## src/rtl/ps2_mouse_packet_decoder_pkg.sv

```systemverilog
// Shared types and constants for the PS/2 mouse packet decoder.
// Byte-0 bit map, FSM states and the motion magnitude helper.
package ps2_mouse_pkg;

  typedef enum logic [2:0] {
    B0,
    B1,
    B2,
    B3,
    DONE
  } state_e;

  localparam int BTN_L    = 0;
  localparam int BTN_R    = 1;
  localparam int BTN_M    = 2;
  localparam int SYNC_BIT = 3;
  localparam int XS       = 4;
  localparam int YS       = 5;
  localparam int XO       = 6;
  localparam int YO       = 7;

  localparam logic [8:0] MAG_SAT = 9'd256;

  // |{s,b}| on 9 bits; -256 maps to 256, overflow saturates
  function automatic logic [8:0] mag9(
    input logic       s,
    input logic       ovf,
    input logic [7:0] b
  );
    logic [8:0] d;
    d = {s, b};
    if (ovf) return MAG_SAT;
    return s ? (~d + 9'd1) : d;
  endfunction

endpackage

```

## src/rtl/ps2_mouse_packet_decoder_if.sv

```systemverilog
// Byte-stream input and decoded-packet output bundle.
// master drives bytes, slave is the decoder.
interface ps2_mouse_packet_decoder_if #(
  parameter int VEL_W = 10
);
  logic             byte_ready;
  logic [7:0]       byte_data;
  logic             pkt_valid;
  logic [2:0]       buttons;
  logic [8:0]       dx;
  logic [8:0]       dy;
  logic [3:0]       wheel;
  logic             x_ovf;
  logic             y_ovf;
  logic [VEL_W-1:0] vx;
  logic [VEL_W-1:0] vy;
  logic             dir_x;
  logic             dir_y;
  logic             sync_err;
  logic             timeout;

  modport master (
    output byte_ready, byte_data,
    input  pkt_valid, buttons, dx, dy, wheel,
    input  x_ovf, y_ovf, vx, vy, dir_x, dir_y,
    input  sync_err, timeout
  );

  modport slave (
    input  byte_ready, byte_data,
    output pkt_valid, buttons, dx, dy, wheel,
    output x_ovf, y_ovf, vx, vy, dir_x, dir_y,
    output sync_err, timeout
  );
endinterface

```

## src/rtl/ps2_mouse_packet_decoder_edge.sv

```systemverilog
// Two-flop sampler with rising-edge detect for a slow level.
// Reusable for any level that crosses into clk.
module ps2_edge_sync (
  input  logic clk,
  input  logic rstn,
  input  logic lvl_i,
  output logic rise_o
);
  logic [1:0] smp_q;

  // shift the level through the sampler
  always_ff @(posedge clk or negedge rstn) begin
    if (!rstn) smp_q <= 2'b00;
    else       smp_q <= {smp_q[0], lvl_i};
  end

  assign rise_o = smp_q[0] & ~smp_q[1];
endmodule

```

## src/rtl/ps2_mouse_packet_decoder.sv

```systemverilog
// PS/2 mouse packet assembler and decoder.
// 3- or 4-byte packets, partial-packet timeout, stale-motion clear.
module ps2_mouse_packet_decoder
  import ps2_mouse_pkg::*;
#(
  parameter int PKT_BYTES      = 3,
  parameter int TIMEOUT_CYCLES = 10_000_000,
  parameter int VEL_SHIFT      = 1,
  parameter int VEL_W          = 10
) (
  input logic clk,
  input logic rstn,
  ps2_mouse_packet_decoder_if.slave bus
);
  localparam int CW =
    (TIMEOUT_CYCLES > 1) ? $clog2(TIMEOUT_CYCLES) : 1;
  localparam logic [CW-1:0] CNT_MAX =
    CW'(TIMEOUT_CYCLES - 1);

  logic       ev;
  logic [7:0] byte_i;

  state_e     state_q, state_d;
  logic [CW-1:0] cnt_q, cnt_d;
  logic [7:0] b0_q, b0_d;
  logic [7:0] b1_q, b1_d;
  logic [7:0] b2_q, b2_d;

  logic       pkt_q, pkt_d;
  logic       serr_q, serr_d;
  logic       tout_q, tout_d;
  logic [2:0] btn_q, btn_d;
  logic [8:0] dx_q, dx_d;
  logic [8:0] dy_q, dy_d;
  logic [3:0] wh_q, wh_d;
  logic       xo_q, xo_d;
  logic       yo_q, yo_d;
  logic [VEL_W-1:0] vx_q, vx_d;
  logic [VEL_W-1:0] vy_q, vy_d;
  logic       dirx_q, dirx_d;
  logic       diry_q, diry_d;

  logic       expd;
  logic       dec_en;
  logic       stale;
  logic       idle;
  logic [7:0] fb2;
  logic [8:0] mag_x;
  logic [8:0] mag_y;
  logic [8:0] shx;
  logic [8:0] shy;

  ps2_edge_sync u_sync (
    .clk    (clk),
    .rstn   (rstn),
    .lvl_i  (bus.byte_ready),
    .rise_o (ev)
  );

  assign byte_i = bus.byte_data;
  assign expd   = (cnt_q == CNT_MAX);

  // last data byte arrives live when the packet ends in B2
  assign fb2   = (state_q == B2) ? byte_i : b2_q;
  assign mag_x = mag9(b0_q[XS], b0_q[XO], b1_q);
  assign mag_y = mag9(b0_q[YS], b0_q[YO], fb2);
  assign shx   = mag_x >> VEL_SHIFT;
  assign shy   = mag_y >> VEL_SHIFT;

  // FSM next state, byte capture and shared idle counter
  always_comb begin
    state_d = state_q;
    cnt_d   = cnt_q;
    b0_d    = b0_q;
    b1_d    = b1_q;
    b2_d    = b2_q;
    serr_d  = 1'b0;
    tout_d  = 1'b0;
    dec_en  = 1'b0;
    stale   = 1'b0;
    idle    = 1'b0;
    unique case (state_q)
      B0: begin
        if (ev && byte_i[SYNC_BIT]) begin
          b0_d    = byte_i;
          cnt_d   = '0;
          state_d = B1;
        end else begin
          serr_d = ev;
          if (expd) stale = 1'b1;
          else      cnt_d = cnt_q + CW'(1);
        end
      end
      B1: begin
        if (ev) begin
          b1_d    = byte_i;
          cnt_d   = '0;
          state_d = b0_q[SYNC_BIT] ? B2 : B0;
        end else begin
          idle = 1'b1;
        end
      end
      B2: begin
        if (ev) begin
          b2_d  = byte_i;
          cnt_d = '0;
          if (PKT_BYTES == 4) begin
            state_d = B3;
          end else begin
            dec_en  = 1'b1;
            state_d = DONE;
          end
        end else begin
          idle = 1'b1;
        end
      end
      B3: begin
        if (ev) begin
          cnt_d   = '0;
          dec_en  = 1'b1;
          state_d = DONE;
        end else begin
          idle = 1'b1;
        end
      end
      DONE: begin
        cnt_d   = '0;
        state_d = B0;
      end
      default: state_d = B0;
    endcase
    if (idle) begin
      if (expd) begin
        state_d = B0;
        cnt_d   = '0;
        tout_d  = 1'b1;
      end else begin
        cnt_d = cnt_q + CW'(1);
      end
    end
  end

  // decoded outputs: load on packet end, clear motion when stale
  always_comb begin
    pkt_d  = dec_en;
    btn_d  = btn_q;
    dx_d   = dx_q;
    dy_d   = dy_q;
    wh_d   = wh_q;
    xo_d   = xo_q;
    yo_d   = yo_q;
    vx_d   = vx_q;
    vy_d   = vy_q;
    dirx_d = dirx_q;
    diry_d = diry_q;
    if (dec_en) begin
      btn_d  = {b0_q[BTN_M], b0_q[BTN_R], b0_q[BTN_L]};
      dx_d   = {b0_q[XS], b1_q};
      dy_d   = {b0_q[YS], fb2};
      wh_d   = (PKT_BYTES == 4) ? byte_i[3:0] : 4'd0;
      xo_d   = b0_q[XO];
      yo_d   = b0_q[YO];
      vx_d   = VEL_W'(shx);
      vy_d   = VEL_W'(shy);
      dirx_d = ~b0_q[XS];
      diry_d = ~b0_q[YS];
    end else if (stale) begin
      dx_d = '0;
      dy_d = '0;
      wh_d = '0;
      vx_d = '0;
      vy_d = '0;
    end
  end

  // FSM, counter and byte registers
  always_ff @(posedge clk or negedge rstn) begin
    if (!rstn) begin
      state_q <= B0;
      cnt_q   <= '0;
      b0_q    <= '0;
      b1_q    <= '0;
      b2_q    <= '0;
    end else begin
      state_q <= state_d;
      cnt_q   <= cnt_d;
      b0_q    <= b0_d;
      b1_q    <= b1_d;
      b2_q    <= b2_d;
    end
  end

  // output registers and status pulses
  always_ff @(posedge clk or negedge rstn) begin
    if (!rstn) begin
      pkt_q  <= 1'b0;
      serr_q <= 1'b0;
      tout_q <= 1'b0;
      btn_q  <= '0;
      dx_q   <= '0;
      dy_q   <= '0;
      wh_q   <= '0;
      xo_q   <= 1'b0;
      yo_q   <= 1'b0;
      vx_q   <= '0;
      vy_q   <= '0;
      dirx_q <= 1'b0;
      diry_q <= 1'b0;
    end else begin
      pkt_q  <= pkt_d;
      serr_q <= serr_d;
      tout_q <= tout_d;
      btn_q  <= btn_d;
      dx_q   <= dx_d;
      dy_q   <= dy_d;
      wh_q   <= wh_d;
      xo_q   <= xo_d;
      yo_q   <= yo_d;
      vx_q   <= vx_d;
      vy_q   <= vy_d;
      dirx_q <= dirx_d;
      diry_q <= diry_d;
    end
  end

  assign bus.pkt_valid = pkt_q;
  assign bus.sync_err  = serr_q;
  assign bus.timeout   = tout_q;
  assign bus.buttons   = btn_q;
  assign bus.dx        = dx_q;
  assign bus.dy        = dy_q;
  assign bus.wheel     = wh_q;
  assign bus.x_ovf     = xo_q;
  assign bus.y_ovf     = yo_q;
  assign bus.vx        = vx_q;
  assign bus.vy        = vy_q;
  assign bus.dir_x     = dirx_q;
  assign bus.dir_y     = diry_q;
endmodule

```

## src/flat_wrapper.sv

```systemverilog
// flat-port wrapper written by rule: the top's interface ports become plain ports
module ps2_mouse_packet_decoder_flat import ps2_mouse_pkg::*;
#(
  parameter int PKT_BYTES      = 3,
  parameter int TIMEOUT_CYCLES = 10_000_000,
  parameter int VEL_SHIFT      = 1,
  parameter int VEL_W          = 10
)
  (clk, rstn, bus_byte_ready, bus_byte_data, bus_pkt_valid, bus_buttons, bus_dx, bus_dy, bus_wheel, bus_x_ovf, bus_y_ovf, bus_vx, bus_vy, bus_dir_x, bus_dir_y, bus_sync_err, bus_timeout);
  ps2_mouse_packet_decoder_if #(.VEL_W(VEL_W)) bus_i ();
  input logic clk;
  input logic rstn;
  input wire logic [$bits(bus_i.byte_ready)-1:0] bus_byte_ready;
  input wire logic [$bits(bus_i.byte_data)-1:0] bus_byte_data;
  output wire logic [$bits(bus_i.pkt_valid)-1:0] bus_pkt_valid;
  output wire logic [$bits(bus_i.buttons)-1:0] bus_buttons;
  output wire logic [$bits(bus_i.dx)-1:0] bus_dx;
  output wire logic [$bits(bus_i.dy)-1:0] bus_dy;
  output wire logic [$bits(bus_i.wheel)-1:0] bus_wheel;
  output wire logic [$bits(bus_i.x_ovf)-1:0] bus_x_ovf;
  output wire logic [$bits(bus_i.y_ovf)-1:0] bus_y_ovf;
  output wire logic [$bits(bus_i.vx)-1:0] bus_vx;
  output wire logic [$bits(bus_i.vy)-1:0] bus_vy;
  output wire logic [$bits(bus_i.dir_x)-1:0] bus_dir_x;
  output wire logic [$bits(bus_i.dir_y)-1:0] bus_dir_y;
  output wire logic [$bits(bus_i.sync_err)-1:0] bus_sync_err;
  output wire logic [$bits(bus_i.timeout)-1:0] bus_timeout;
  assign bus_i.byte_ready = bus_byte_ready;
  assign bus_i.byte_data = bus_byte_data;
  assign bus_pkt_valid = bus_i.pkt_valid;
  assign bus_buttons = bus_i.buttons;
  assign bus_dx = bus_i.dx;
  assign bus_dy = bus_i.dy;
  assign bus_wheel = bus_i.wheel;
  assign bus_x_ovf = bus_i.x_ovf;
  assign bus_y_ovf = bus_i.y_ovf;
  assign bus_vx = bus_i.vx;
  assign bus_vy = bus_i.vy;
  assign bus_dir_x = bus_i.dir_x;
  assign bus_dir_y = bus_i.dir_y;
  assign bus_sync_err = bus_i.sync_err;
  assign bus_timeout = bus_i.timeout;
  ps2_mouse_packet_decoder #(.PKT_BYTES(PKT_BYTES), .TIMEOUT_CYCLES(TIMEOUT_CYCLES), .VEL_SHIFT(VEL_SHIFT), .VEL_W(VEL_W)) u_core (.clk(clk), .rstn(rstn), .bus(bus_i));
endmodule
```

## config.mk

```make
export PLATFORM = sky130hd
export DESIGN_NAME = ps2_mouse_packet_decoder_flat
export DESIGN_NICKNAME = d
export VERILOG_FILES = /design/src/rtl/ps2_mouse_packet_decoder_pkg.sv /design/src/rtl/ps2_mouse_packet_decoder_if.sv /design/src/rtl/ps2_mouse_packet_decoder_edge.sv /design/src/rtl/ps2_mouse_packet_decoder.sv /design/src/flat_wrapper.sv
export SDC_FILE = /design/constraint.sdc
export NUM_CORES = 1
export LEC_CHECK = 0
export ABC_AREA = 1
export CORE_MARGIN = 4
export CORE_UTILIZATION = 36
export DETAILED_ROUTE_END_ITERATION = 10
export SETUP_SLACK_MARGIN = 0.5
export SYNTH_ARGS = -nofsm -noshare
export SYNTH_HDL_FRONTEND = slang
export SYNTH_SLANG_ARGS = --single-unit
```

## constraint.sdc

```tcl
create_clock -name clk -period 5.15 [get_ports clk]
set_input_delay 1.03 -clock clk [delete_from_list [all_inputs] [get_ports clk]]
set_output_delay 1.03 -clock clk [all_outputs]
set_load 0.02 [all_outputs]
```

==> impl_metrics.yaml <==
status:
  status: "complete, no violations"
timing:
  skew_ns: 0.00981
  rsz0062_at_grt: "no"
  hold_ws_ns: 0.378
  slew_viol_final: 0
  worst_pin_slew_ns: 0.704
  slew_headroom_pct: 52.9
  min_period_ns: 3.28
  tns_ns: 0
  setup_viol_count_final: 0
  clock.fmax_ghz: 0.305
  hold_viol_final: 0
  fin_crit_sh_pct: 63.7
floorplanning:
  dieWidth_um: 130
  dieArea_mm2: 0.0170
  pin_count: 63
  rows: 44
  start_util_pct: 37.0
  coreArea_mm2: 0.0146
  die_h_um: 130
place:
  port_buffers: 54
  postPlaceCellArea_mm2: 0.00600
  placed_cells_incl_taps: 959
  gp_congestion: 0.913
  dp_hpwl_um: 9790
yosys:
  synth_fa_ha_area_share_pct: 0.464
  synth-seq-cells: 97
  synth_compound_area_share_pct: 7.66
  synth.mux.area_fraction_pct: 0
  yosysWarnings: 0
  synth_seq_area_share_pct: 45.0
  synth_cell_type_count: 38
  synthesis.area_mm2: 0.00539
  avgSynthCellArea_um2: 7.30
  synthCells: 739
  synth_top_family_by_area: "simple AND/OR/NAND/NOR gates"
  synth-simple-area-share_pct: 35.3
  synthXorXnorAreaFrac_pct: 1.62
routing:
  wl_per_cell_um: 13.8
  drt-initial-drc-count: 329
  vias_per_cell: 4.87
  drc_errors: 0
  ant_nets: 0
  wirelength_um: 13500
  num_vias: 4750
  dr.pass1.iters: 6
clock_tree:
  cts-buffers-inserted: 9
  clk_path_buf_depth: 2
  ctsHtreeMaxLevel: 3
  cts.repair.resized: 0
  cts_tree: "yes"
  clock_latency_ns: 0.36
  postCtsSetupBuffers: 0
  cts-root-buf: "clkbuf_16"
  postCtsHoldBufs: 0
  clk_pin_slew_ns: 0.07
  cts_sinks: 97
setup_path:
  crit_type: "input port to flip-flop"
  r2r_slack_ns: 2.55
  required_ns: 5.43
  r2r_cells: 7
  r2r_end: "u_core.b0_q[7]"
  reg2reg_from: "u_core.u_sync.smp_q[1]"
  cp_max_fo: 17
  start_kind: "input port"
  end_kind: "flip-flop"
  worstPathArrival_ns: 3.56
final_layout:
  drive_gt1_share_pct: 7.08
  final_nets: 799
  insertedDiodeCount: 0
  area_growth_syn_to_layout_pct: 16.9
  fin_area_mm2: 0.00630
  layout_commonest_cell: "nand2_1"
  layout_common_cells: "247 x nand2_1, 97 x dfrtp_1, 77 x inv_1, 69 x nor2_1, 66 x nand3_1"
  fin_cells: 975
power:
  p_per_area_mw_per_mm2: 499
  peakVddDrop_v: 0.000225
  p_leak_nw: 3.11
global_routing:
  overflow: 0
  grt_use_total_pct: 16.8
  grt_pass1_wl_um: 22600
  antenna_found_initial: 0
  grt_start_max_net_pins: 53
  grt_pass1_vias: 4511
min_path:
  holdCritStartpoint: "u_core.u_sync.smp_q[0]"
  hold_depth: 0
  min_to: "u_core.u_sync.smp_q[1]"
  min_path_type: "flip-flop to flip-flop"
run:
  maxCapViolCount: 0
==> through the flow <==
stage,power [mW],util [%],setup WS [ns]
6_report,3.14,43.2,1.87
5_1_grt,3.39,43.2,1.61
4_1_cts,3.17,43.2,1.87
3_5_place_dp,2.48,41.1,1.51
3_3_place_gp,2.47,41.1,1.54
2_1_floorplan,1.97,-,3.07
==> final cells by class <==
type	count	area, µm²
inverters	88	332
multi-input cells	534	2460
flip-flops and latches	97	2430
clock buffers	12	267
fillers	1522	8290
well taps	184	230
repair buffers	56	553
clock inverters	4	33.8
==> metal layers <==
metal | vias up | share of wire (%) | track usage, %
met3 | 10 | 5.3 | 3.82
met1 | 2189 | 48 | 23.3
li1 | 2427 | - | -
met5 | - | 0 | 0
met4 | 0 | 1.0 | 4.36
met2 | 124 | 46 | 26.6
==> cells in the mapped netlist <==
cell | n | area, µm²
a21oi_1 | 5 | 25.0
and2_1 | 1 | 6.26
buf_1 | 1 | 3.75
buf_12 | 1 | 20.0
buf_2 | 3 | 15.0
buf_4 | 8 | 60.1
buf_6 | 5 | 56.3
buf_8 | 1 | 15.0
clkbuf_1 | 8 | 30.0
clkinv_1 | 2 | 7.51
clkinv_2 | 1 | 5.00
conb_1 | 1 | 3.75
dfrtp_1 | 97 | 2430
ha_1 | 2 | 25.0
inv_1 | 77 | 289
inv_2 | 8 | 30.0
nand2_1 | 247 | 927
nand2_2 | 12 | 75.1
nand2_4 | 2 | 22.5
nand3_1 | 66 | 330
nand3_2 | 2 | 20.0
nand3b_1 | 1 | 7.51
nand4_1 | 21 | 131
nand4_4 | 1 | 21.3
nor2_1 | 69 | 259
nor2_2 | 3 | 18.8
nor2_4 | 1 | 11.3
nor3_1 | 7 | 35.0
nor3_2 | 1 | 10.0
nor3_4 | 1 | 16.3
nor4_2 | 1 | 12.5
o21a_1 | 1 | 7.51
o21ai_0 | 58 | 290
o21ai_1 | 8 | 40.0
o21ai_2 | 4 | 35.0
o21bai_1 | 1 | 7.51
o31ai_1 | 1 | 7.51
xor2_1 | 10 | 87.6
==> how the worst max path moves through the flow <==
stage	startpoint	end	cells after the start
final	bus_byte_data[3]	u_core.b0_q[7]	7
after global routing	bus_byte_data[3]	u_core.b0_q[7]	7
after CTS	bus_byte_data[3]	u_core.b0_q[7]	7
after detailed placement	bus_byte_data[3]	u_core.b0_q[7]	8
after global placement	bus_byte_data[3]	u_core.b0_q[6]	8
after floorplan	bus_byte_data[3]	u_core.cnt_q[20]	8
==> power by group <==
group | switching, mW | internal (mW)
Sequential | 0.181 | 1.03
Combinational | 0.750 | 0.503
Clock | 0.311 | 0.373
==> sequential cells by signal (all words and copies together) (netlist names), 2 cells and up <==
name                 count
u_core.cnt_q            24
u_core.bus.dx            9
u_core.bus.dy            9
u_core.b0_q              8
u_core.b1_q              8
u_core.b2_q              8
u_core.bus.vx            8
u_core.bus.vy            8
u_core.bus.buttons       3
u_core.state_q           3
u_core.u_sync.smp_q      2
==> logic make-up (layout without fill, tap and decap cells) <==
kind of cell               count (synthesis)  in the layout
buffers and inverters                    115            160
xor gates and xnor gates                  10             10
AOI/OAI and AO/OA                         78             78
and+or+nand+nor                          436            436
other                                      1              8
DFF                                       97             97
adders and majority gates                  2              2
==> critical path, stage by stage <==
cell             delay [ns]
clkdlybuf4s50_1        0.48
inv_1                  0.10
nor2_2                 0.26
clkinv_1               0.50
nor2_1                 0.72
inv_1                  0.24
o21ai_0                0.22
Note: power is estimated with default switching activity, not from simulation.
==> edit 1, RTL diff (config.mk and constraints unchanged) <==
The package constant `XO` goes from 6 to 3.
--- a/src/rtl/ps2_mouse_packet_decoder_pkg.sv
+++ b/src/rtl/ps2_mouse_packet_decoder_pkg.sv
@@ -17,5 +17,5 @@
   localparam int XS       = 4;
   localparam int YS       = 5;
-  localparam int XO       = 6;
+  localparam int XO       = 3;
   localparam int YO       = 7;
 
Formal check against the unedited RTL: not equivalent (a bounded check fails within 10 cycles, from zero or initial values and one cycle with rstn low).
==> edit 1 against the unedited design <==
- final area is 1.2% lower
- area after synthesis decreased by 1.9%
- power down 2.0%
- die area down 1.8%
- count of clock-buffer cells in the layout fell by 3
- clock power fell by 2%
- worst setup slack better by 90 ps
- sequential cell count is 1 lower
- fmax grew 2.8%
- clock skew increased by 3.6 ps
- global-route usage is 0.086 points lower
- wire length shrank 1.3%
- largest cell class unchanged
==> edit 1: results <==
group,metric,value,unit
cts,htree_levels,3,
synth,yosysSeqAreaShare,0.4540,
outcome,status,"finished clean",
grt,grt_pass1_wl,22270,um
synth,ys.warnings.count,0,
grt,grtUsageTotal,0.1669,
synth,yosys-top-cells-count,"256 x nand2_1, 96 x dfrtp_1, 68 x nand3_1",
detailed_routing,wire_per_inst,13.77,um
layout,largest_register_ff_count,24,
cts,cts-resized-gates,0,
power,cellLeakagePower,2.952,nW
synth,synth.area.top_cells,"dfrtp_1 45%, nand2_1 18%, nand3_1 6.4%",
detailed_routing,drtPass1Iterations,5,
detailed_routing,drt-initial-drc-count,291,
timing,finClkSkew,13.46,ps
min_path,hold_class,"reg -> reg",
layout,regMostFlops,"u_core.cnt_q",
cts,clock_latency,360,ps
grt,first_global_vias,4413,
power,swShare,0.4035,
synth,post_synth_num_cell_types,35,
critical_path,crit_fanout,17,
placement,gp_congestion,0.9257,
detailed_routing,vias,4685,
grt,grt_max_degree,61,
cts,path_clk_slew,70,ps
cts,cts_root_buffer,"clkbuf_16",
cts,cts_buffers,9,
grt,antenna_found_initial,0,
critical_path,cp.arrival,3430,ps
layout,nFillCells,1525,
placement,dp_hpwl,9556,um
power,ir_drop,0.0001894,V
timing,relSlewSlack,0.4733,
placement,io_buffers,54,
layout,fin_nets,790,
layout,layout-drive-gt1-share,0.06522,
edit 1: final cells by class:
| class | instances | area share |
|---|---|---|
| well taps | 184 | 0.03697 |
| clock buffers | 9 | 0.03617 |
| multi-input cells | 537 | 0.3958 |
| inverters | 78 | 0.04742 |
| repair buffers | 55 | 0.08760 |
| flip-flops and latches | 96 | 0.3858 |
| clock inverters | 7 | 0.01025 |
edit 1: stage by stage:
stage,instances,hold slack [ps],setup slack [ps],instance area (um2)
3_3_place_gp,950,383.6,1555,5938
3_5_place_dp,950,392.2,1521,5938
2_1_floorplan,737,372.5,3043,5318
6_report,966,403.8,1960,6227
4_1_cts,966,409.0,1889,6227
5_1_grt,966,418.3,1674,6227
edit 1: power groups by stage:
stage	Sequential, mW	Combinational, mW	Clock [mW]
detailed placement	1.19	1.24	0
floorplan	1.34	0.609	0
global placement	1.19	1.23	0
finish	1.18	1.23	0.669
global route	1.21	1.38	0.717
CTS	1.18	1.25	0.689
edit 1: cell families (layout without fill, tap and decap cells):
| logic type | Yosys count | in the layout | synth area share |
|---|---|---|---|
| buffers and inverters | 104 | 149 | 0.08513 |
| AOI/OAI and AO/OA | 84 | 84 | 0.08442 |
| xor gates and xnor gates | 7 | 7 | 0.01159 |
| DFF | 96 | 96 | 0.4540 |
| and+or+nand+nor | 436 | 436 | 0.3594 |
| adders and majority gates | 2 | 2 | 0.004728 |
| other | 1 | 8 | 0.0007087 |
edit 1: worst max-delay path, stage by stage:
cell             delay, ps
clkdlybuf4s50_1        490
inv_1                  100
nor2_2                 280
clkinv_1               510
nor2_1                 710
inv_1                  150
nand2_1                 90
o21ai_0                 70
edit 1: routing by layer:
| metal | track usage | share of wire | vias up |
|---|---|---|---|
| li1 | - | - | 2424 |
| met1 | 0.2285 | 0.48 | 2150 |
| met2 | 0.2701 | 0.46 | 95 |
| met3 | 0.02350 | 0.042 | 16 |
| met4 | 0.06115 | 0.018 | 0 |
| met5 | 0 | 0 | - |
edit 1: final timing paths:
check | cells after the start | startpoint | end | slack, ps
worst min-delay path | 0 | u_core.u_sync.smp_q[0]$_DFF_PN0_ | u_core.u_sync.smp_q[1]$_DFF_PN0_ | 400
worst min register to register | 0 | u_core.u_sync.smp_q[0]$_DFF_PN0_ | u_core.u_sync.smp_q[1]$_DFF_PN0_ | 400
worst max-delay path | 8 | bus_byte_data[3] | u_core.b0_q[7]$_DFFE_PN0P_ | 1960
min in group asynchronous | 1 | rstn | u_core.bus.dx[8]$_DFFE_PN0P_ | 750
max in group asynchronous | 2 | rstn | u_core.bus.buttons[1]$_DFFE_PN0P_ | 3410
worst max register to register | 8 | u_core.u_sync.smp_q[1]$_DFF_PN0_ | u_core.b0_q[7]$_DFFE_PN0P_ | 2690
==> edit 2, RTL diff (same settings) <==
Without the edit above. Encoding of `state_e`: now one-hot (5 bits for 5 states).
--- a/src/rtl/ps2_mouse_packet_decoder_pkg.sv
+++ b/src/rtl/ps2_mouse_packet_decoder_pkg.sv
@@ -3,10 +3,10 @@
 package ps2_mouse_pkg;
 
-  typedef enum logic [2:0] {
-    B0,
-    B1,
-    B2,
-    B3,
-    DONE
+  typedef enum logic [4:0] {
+    B0   = 5'b00001,
+    B1   = 5'b00010,
+    B2   = 5'b00100,
+    B3   = 5'b01000,
+    DONE = 5'b10000
   } state_e;
 
Function: same outputs for any inputs over 10 cycles, from zero or initial values and one cycle with rstn low; not proved beyond that.
==> edit 2 against the unedited design <==
- via count shrank 0.29%
- fmax grew 15%
- wire length grew 2.5%
- count of clock-buffer cells in the layout shrank 3
- area after synthesis grew 0.28%
- clock skew grew 0.95 ps
- global-route usage grew 0.24 points
- sequential share of layout area grew 0.41 points
- critical endpoint is now u_core.bus.vx[6]$_DFFE_PN0P_
- worst setup slack gained 420 ps
- final area grew 1.0%
- register-to-register slack lost 260 ps
- sequential cell count grew 2
Power is not compared: it rests on default switching activity, and its combinational part moved more than twofold at a synthesized area within 25%.
==> edit 2: results <==
group,metric,value,unit
synth,yosys-top-cells-count,"235 x nand2_1, 98 x dfrtp_1, 81 x inv_1",
timing,whs,384.7,ps
timing,finClkSkew,10.77,ps
critical_path,worstRegToRegCells,9,
critical_path,r2r-end,"u_core.bus.vx[6]$_DFFE_PN0P_",
timing,fmax,0.3501,GHz
placement,place_inst,947,
cts,post_cts_buffers,0,
detailed_routing,wl_met2,6183,um
synth,synth.area.top_cells,"dfrtp_1 45%, nand2_1 16%, inv_1 5.6%",
placement,io_buffers,54,
grt,first_global_vias,4361,
detailed_routing,vias_per_cell,4.918,
detailed_routing,drt-initial-drc-count,390,
min_path,worstHoldEndpoint,"u_core.u_sync.smp_q[1]$_DFF_PN0_",
grt,grtUsageMet1,0.2414,
layout,diodes,0,
outcome,status,"finished clean",
detailed_routing,met3_length,635,um
cts,htree_levels,3,
placement,gp_congestion,0.9344,
synth,post_synth_num_cell_types,35,
synth,syn_inst,729,
detailed_routing,drtPass1Iterations,5,
layout,nFillCells,1506,
placement,dp_hpwl,9941,um
grt,use_met3,0.03374,
critical_path,cp.arrival,3160,ps
grt,grt_pass1_wl,22870,um
synth,yosysSeqAreaShare,0.4584,
critical_path,crit_fanout,16,
detailed_routing,routed_wl,13810,um
synth,synthFlopType,"dfrtp_1",
layout,fin_nets,787,
placement,placed_area,0.006050,mm2
grt,grtUsageTotal,0.1701,
grt,grt_max_degree,75,
detailed_routing,m1WireLength,6794,um
layout,layout-drive-gt1-share,0.06675,
critical_path,worst-r2r-setup-slack,2290,ps
detailed_routing,antenna_left,0,
grt,grt_util_met2,0.2642,
critical_path,startpoint,"u_core.state_q[1]$_DFF_PN0_",
placement,dp_slack,1991,ps
layout,layoutNonFillerInstCount,963,
timing,relSlewSlack,0.3475,
-- edit 2: cell count changes after synthesis, moves of 4 or more --
cell / unedited run / this run
nand4_1: 21 / 27
nand2_2: 12 / 3
nor3_1: 7 / 11
inv_1: 77 / 81
nor2_2: 3 / 9
nand3_1: 66 / 55
buf_2: 3 / 11
nand4_2: 0 / 4
nand2_1: 247 / 235
nor2_1: 69 / 55
o21ai_1: 8 / 18
buf_6: 5 / 1
-- edit 2: kinds of logic (layout without fill, tap and decap cells) --
family | count (synthesis) | count (layout) | synth area share
simple gates | 415 | 415 | 0.3454
buf+inv | 117 | 160 | 0.09209
flops | 99 | 99 | 0.4584
compound gates | 85 | 85 | 0.08260
xor+xnor | 10 | 10 | 0.01620
fa+ha+maj | 2 | 2 | 0.004627
other cells | 1 | 8 | 0.0006935
-- edit 2: worst max-delay path, cell delays in order (launching register included) --
cell and delay (ps):
dfrtp_1 430, nor2_1 600, nand4_2 280, inv_1 170, nand2_1 350, buf_4 350, or2_1 280, a21oi_1 140
o21ai_0 130, nand2_1 70
-- edit 2: final cells by class --
| class | instances | area (um2) | area share |
|---|---|---|---|
| Clock inverter | 7 | 92.59 | 0.01454 |
| Timing Repair Buffer | 56 | 553.0 | 0.08685 |
| Clock buffer | 9 | 225.2 | 0.03537 |
| Tap cell | 184 | 230.2 | 0.03616 |
| Inverter | 88 | 330.3 | 0.05188 |
| Sequential cell | 99 | 2479 | 0.3893 |
| Multi-Input combinational cell | 520 | 2457 | 0.3859 |
-- edit 2: report_power, final --
group          internal, mW  leakage, nW  switching (mW)
clock                 0.391        0.156           0.333
combinational         0.178         1.80           0.357
sequential            0.883         1.19           0.121
total                  1.45         3.14           0.811
